**src/rtl/fetch_stage.sv**
```systemverilog
// ---------------------------------------------------------------------------
// fetch_stage
//
// Instruction fetch stage. It holds the program counter and the F/D
// pipeline latch, and runs a two-state RUN/REDIRECT control machine.
// Instruction memory is read combinationally: the PC goes out on imem_addr
// and the word at that address comes back on imem_data in the same cycle.
//
// An execute-stage redirect (branch_or_jump_taken) always wins over a decode
// stall. It loads the target into the PC and leaves a bubble in F/D.
//
// Optional feature, enabled by defining FETCH_PERF_CNT_EN:
//   perf_fetch_cnt / perf_flush_cnt performance counters.
//
// Ports
//   clock                 in   rising-edge clock
//   reset                 in   asynchronous, active-high reset
//   stall                 in   decode hazard: hold PC and F/D latch
//   branch_or_jump_taken  in   execute-stage redirect request
//   pc_next[31:0]         in   redirect target
//   imem_data[31:0]       in   instruction word at imem_addr (same cycle)
//   imem_addr[31:0]       out  current PC
//   pc_next_def[31:0]     out  PC + 1 (wraps modulo 2^32)
//   fd_pc_out[31:0]       out  PC + 1 of the instruction in F/D
//   fd_ir_out[31:0]       out  instruction in F/D (zero when a bubble)
//   fd_valid              out  F/D holds a real instruction
//   dx_flush              out  decode must insert a bubble into D/X
//   perf_fetch_cnt[31:0]  out  instructions accepted into F/D (FETCH_PERF_CNT_EN)
//   perf_flush_cnt[31:0]  out  redirect events (FETCH_PERF_CNT_EN)
// ---------------------------------------------------------------------------
module fetch_stage (
  input  logic        clock,
  input  logic        reset,
  input  logic        stall,
  input  logic        branch_or_jump_taken,
  input  logic [31:0] pc_next,
  input  logic [31:0] imem_data,
  output logic [31:0] imem_addr,
  output logic [31:0] pc_next_def,
  output logic [31:0] fd_pc_out,
  output logic [31:0] fd_ir_out,
  output logic        fd_valid,
`ifdef FETCH_PERF_CNT_EN
  output logic [31:0] perf_fetch_cnt,
  output logic [31:0] perf_flush_cnt,
`endif
  output logic        dx_flush
);

  typedef enum logic [0:0] {
    ST_RUN      = 1'b0,
    ST_REDIRECT = 1'b1
  } fetch_state_t;

  fetch_state_t state_r;
  logic [31:0]  pc_r;
  logic [31:0]  fd_ir_r;
  logic [31:0]  fd_pc_r;
  logic         fd_valid_r;
  logic [31:0]  pc_inc_s;

  // The sequential successor wraps naturally through the 32-bit adder.
  assign pc_inc_s    = pc_r + 32'd1;
  assign imem_addr   = pc_r;
  assign pc_next_def = pc_inc_s;
  assign fd_pc_out   = fd_pc_r;
  assign fd_ir_out   = fd_ir_r;
  assign fd_valid    = fd_valid_r;
  assign dx_flush    = branch_or_jump_taken;

  // PC, F/D latch and RUN/REDIRECT state; a redirect takes priority over stall.
  always_ff @(posedge clock or posedge reset) begin
    if (reset) begin
      state_r    <= ST_RUN;
      pc_r       <= 32'd0;
      fd_ir_r    <= 32'd0;
      fd_pc_r    <= 32'd0;
      fd_valid_r <= 1'b0;
    end else if (branch_or_jump_taken) begin
      // fd_pc is left alone. It carries no meaning while fd_valid is low.
      state_r    <= ST_REDIRECT;
      pc_r       <= pc_next;
      fd_ir_r    <= 32'd0;
      fd_valid_r <= 1'b0;
    end else begin
      case (state_r)
        ST_RUN: begin
          if (!stall) begin
            pc_r       <= pc_inc_s;
            fd_ir_r    <= imem_data;
            fd_pc_r    <= pc_inc_s;
            fd_valid_r <= 1'b1;
          end else begin
            pc_r       <= pc_r;
            fd_valid_r <= fd_valid_r;
          end
        end
        ST_REDIRECT: begin
          if (!stall) begin
            state_r    <= ST_RUN;
            pc_r       <= pc_inc_s;
            fd_ir_r    <= imem_data;
            fd_pc_r    <= pc_inc_s;
            fd_valid_r <= 1'b1;
          end else begin
            // Keep the redirect bubble in F/D until fetch can proceed.
            fd_ir_r    <= 32'd0;
            fd_valid_r <= 1'b0;
          end
        end
        default: begin
          state_r    <= ST_RUN;
          fd_ir_r    <= 32'd0;
          fd_valid_r <= 1'b0;
        end
      endcase
    end
  end

`ifdef FETCH_PERF_CNT_EN
  logic [31:0] perf_fetch_cnt_r;
  logic [31:0] perf_flush_cnt_r;

  assign perf_fetch_cnt = perf_fetch_cnt_r;
  assign perf_flush_cnt = perf_flush_cnt_r;

  // Event counters: real fetches into F/D, and cycles with a redirect.
  always_ff @(posedge clock or posedge reset) begin
    if (reset) begin
      perf_fetch_cnt_r <= 32'd0;
      perf_flush_cnt_r <= 32'd0;
    end else if (branch_or_jump_taken) begin
      perf_flush_cnt_r <= perf_flush_cnt_r + 32'd1;
    end else if (!stall) begin
      perf_fetch_cnt_r <= perf_fetch_cnt_r + 32'd1;
    end else begin
      perf_fetch_cnt_r <= perf_fetch_cnt_r;
    end
  end
`endif

endmodule

```
**config.mk**
```make
export PLATFORM = sky130hd
export DESIGN_NAME = fetch_stage
export DESIGN_NICKNAME = d
export VERILOG_FILES = /design/src/rtl/fetch_stage.sv
export SDC_FILE = /design/constraint.sdc
export NUM_CORES = 1
export LEC_CHECK = 0
export ABC_AREA = 1
export BUFFER_PORTS_ARGS = -buffer_cell sky130_fd_sc_hd__buf_2
export CAP_MARGIN = 30
export CORE_MARGIN = 4
export CORE_UTILIZATION = 48
export CTS_CLUSTER_SIZE = 28
export DETAILED_ROUTE_END_ITERATION = 10
export PLACE_DENSITY_LB_ADDON = 0.08
export REMOVE_ABC_BUFFERS = 1
export SYNTH_ARGS = -nofsm -noshare
export SYNTH_HDL_FRONTEND = slang
export SYNTH_SLANG_ARGS = --single-unit
```
**constraint.sdc**
```tcl
create_clock -name clock -period 4.2 [get_ports clock]
set_input_delay 0.84 -clock clock [delete_from_list [all_inputs] [get_ports clock]]
set_output_delay 0.84 -clock clock [all_outputs]
set_load 0.005 [all_outputs]
```
==> results.toml <==
[route]
finalWirelength_mm = 13.58
vias = 4489
drc_errors = 0
detail_route.iter0.violations = 190
antenna_left = 0
via_per_inst = 5.038
wire_per_inst_um = 15.24
dr.pass1.iters = 5

[clocking]
clkTransAtPathRegs_ns = 0.09
clk_path_buf_depth = 2
cts_tree = "built"
cts_setup_buffers = 0
cts_num_sinks = 98
cts_root_buffer = "clkbuf_8"
cts_hold_buf = 0
cts_buffers = 9
insertion_delay_ns = 0.37
htreeDepth = 3
cts_resized = 0

[setup_path]
worstSetupEndpointType = "output port"
cp_common_cell = "nor2_4"
setup.worst_path.class = "reg -> out"
crit_fanout = 5
crit_chain = "ha_1 -> nand2_2 -> nor2_4 -> nand2_4 -> nor2_4 -> nand3_1 -> and2_1 -> buf_2"
cp_slowest_stage_delay_ns = 0.42
crit_slowest_cell = "dfrtp_1"
cp-start-kind = "flop"
cp.required_ns = 3.36
arrival_ns = 2.04

[min_path]
hold_path.class = "reg -> reg"

[final_layout]
n_fill_cell = 889
seqCellArea_um2 = 2452
layout_commonest_cell = "nand2_1"
drive_gt1_share_pct = 31.93
layout_common_cells = "nand2_1, buf_2, dfrtp_1, inv_1, nor2_1"
nets = 822
area_delta_synth_final_pct = 27.00
multi_input_area_um2 = 2002
n_antenna_cell = 0

[global_route]
grt_max_degree = 66
grtUsageTotal_pct = 24.25
antenna_found_initial = 0
grt-ovfl-total = 0
grt_pass1_vias = 4485
grt_pass1_wl_mm = 22.02

[die]
initial_utilization_pct = 49.01
boundaryPins = 198
core_um2 = 9684
die_x_um = 107.4
rows = 36
dieArea_um2 = 11540
dieHeight_um = 107.4

[timing]
finalCriticalPeriod_ns = 2.878
fin_worst_skew_ns = 0.005180
finalSetupViolations = 0
hold_viol = 0
rsz0062_at_grt = "no"
fin_setup_tns_ns = 0
slew_headroom_pct = 33.26
fmax_mhz = 347.4
worst_pin_slew_ns = 1.000
whs_ns = 0.4827
maxSlewViolCount = 0
period_share_pct = 68.54

[yosys]
netlist_area_um2 = 4746
yosysWarnings = 0
syn_avg_cell_area_um2 = 8.415
yosysSeqAreaShare_pct = 51.67
ys_types = 22
synth-seq-cells = 98
synthCells = 564

[status]
outcome = "finished, final reports clean"

[placement]
gp_congestion = 0.8422
hpwl_mm = 9.986
io_buffers = 197

[power_and_ir_drop]
p_leak_nw = 3.388
ir_drop_v = 0.0001646
powerDensity_nw_per_um2 = 348.7

[flow_run]
cap_violations = 0
## routing by layer
| metal | routed length [um] | global-route usage [%] |
|---|---|---|
| met1 | 5613 | 30.55 |
| met2 | 6530 | 40.13 |
| met3 | 1215 | 7.499 |
| met4 | 216 | 7.574 |
| met5 | 0 | 0 |
## kinds of logic (layout without fill, tap and decap cells)
family,Yosys count,in the layout,share of synthesized area (%)
XOR/XNOR,15,15,3.717
AO/OA/AOI/OAI,56,56,9.939
buffers and inverters,77,271,6.459
flip-flops,98,98,51.67
adder cells (fa/ha/maj),1,1,0.2636
AND/OR/NAND/NOR,317,317,27.95
## metrics by stage
step / total power, mW / area, um2 / instances / utilization, % / setup slack, ns
floorplan: 1.338 / 4638 / 540 / - / -0.1930
global placement: 1.572 / 5838 / 874 / 60.28 / 1.574
detailed placement: 1.585 / 5866 / 875 / 60.57 / 1.708
CTS: 2.123 / 6027 / 891 / 62.24 / 1.309
global route: 2.226 / 6027 / 891 / 62.24 / 1.185
finish: 2.102 / 6027 / 891 / 62.24 / 1.322
## report_power, final
group	internal [mW]	switching [mW]	leakage, nW
Combinational	0.194	0.242	2.05
Clock	0.212	0.329	0.0896
Sequential	1.04	0.0864	1.25
Total	1.44	0.658	3.39
## critical path: cells and delay by family, from the launching register on
kind / cells / cell delay (ns)
DFF: 1 / 0.42
adders and majority gates: 1 / 0.23
and+or+nand+nor: 6 / 0.88
buffers and inverters: 1 / 0.12
## synth_stat cells
cell | instances | area (um2)
nand2_1 | 228 | 855.8
nand3_1 | 30 | 150.1
ha_1 | 1 | 12.51
nand2_4 | 1 | 11.26
clkbuf_1 | 12 | 45.04
buf_4 | 1 | 7.510
o21ai_0 | 15 | 75.07
nand2_2 | 5 | 31.28
nor2_2 | 3 | 18.77
a22o_1 | 7 | 61.31
dfrtp_1 | 98 | 2452
o211ai_1 | 2 | 15.01
xnor2_1 | 3 | 26.28
inv_1 | 53 | 198.9
nor3_1 | 1 | 5.000
xor2_1 | 6 | 52.55
buf_2 | 11 | 55.05
nor2_4 | 7 | 78.83
a32o_1 | 32 | 320.3
and2_1 | 7 | 43.79
xor2_2 | 6 | 97.59
nor2_1 | 35 | 131.4
## final timing paths
check	start	endpoint	slack [ns]	depth (start not counted)
setup / recovery	imem_addr[1]$_DFFE_PP0P_	pc_next_def[22]	1.32	8
min in group asynchronous	reset	fd_ir_out[13]$_DFFE_PP0P_	0.62	2
max in group asynchronous	reset	fd_pc_out[20]$_DFFE_PP0P_	2.79	3
hold / removal	fd_pc_out[15]$_DFFE_PP0P_	fd_pc_out[15]$_DFFE_PP0P_	0.48	2
hold reg to reg	fd_pc_out[15]$_DFFE_PP0P_	fd_pc_out[15]$_DFFE_PP0P_	0.48	2
setup reg to reg	imem_addr[1]$_DFFE_PP0P_	imem_addr[24]$_DFFE_PP0P_	2.50	10
## sequential cells by signal (all words and copies together) (netlist names)
signal     flops
fd_ir_out     32
fd_valid       1
imem_addr     32
fd_pc_out     32
state_r        1
## cell type report
class	instances	share of cell area, %
Clock buffer	10	2.117
Clock inverter	6	0.5605
Inverter	53	3.342
Multi-Input combinational cell	389	33.22
Sequential cell	98	40.69
Tap cell	133	2.761
Timing Repair Buffer	202	17.31
Power figures use the tool's default switching activity.
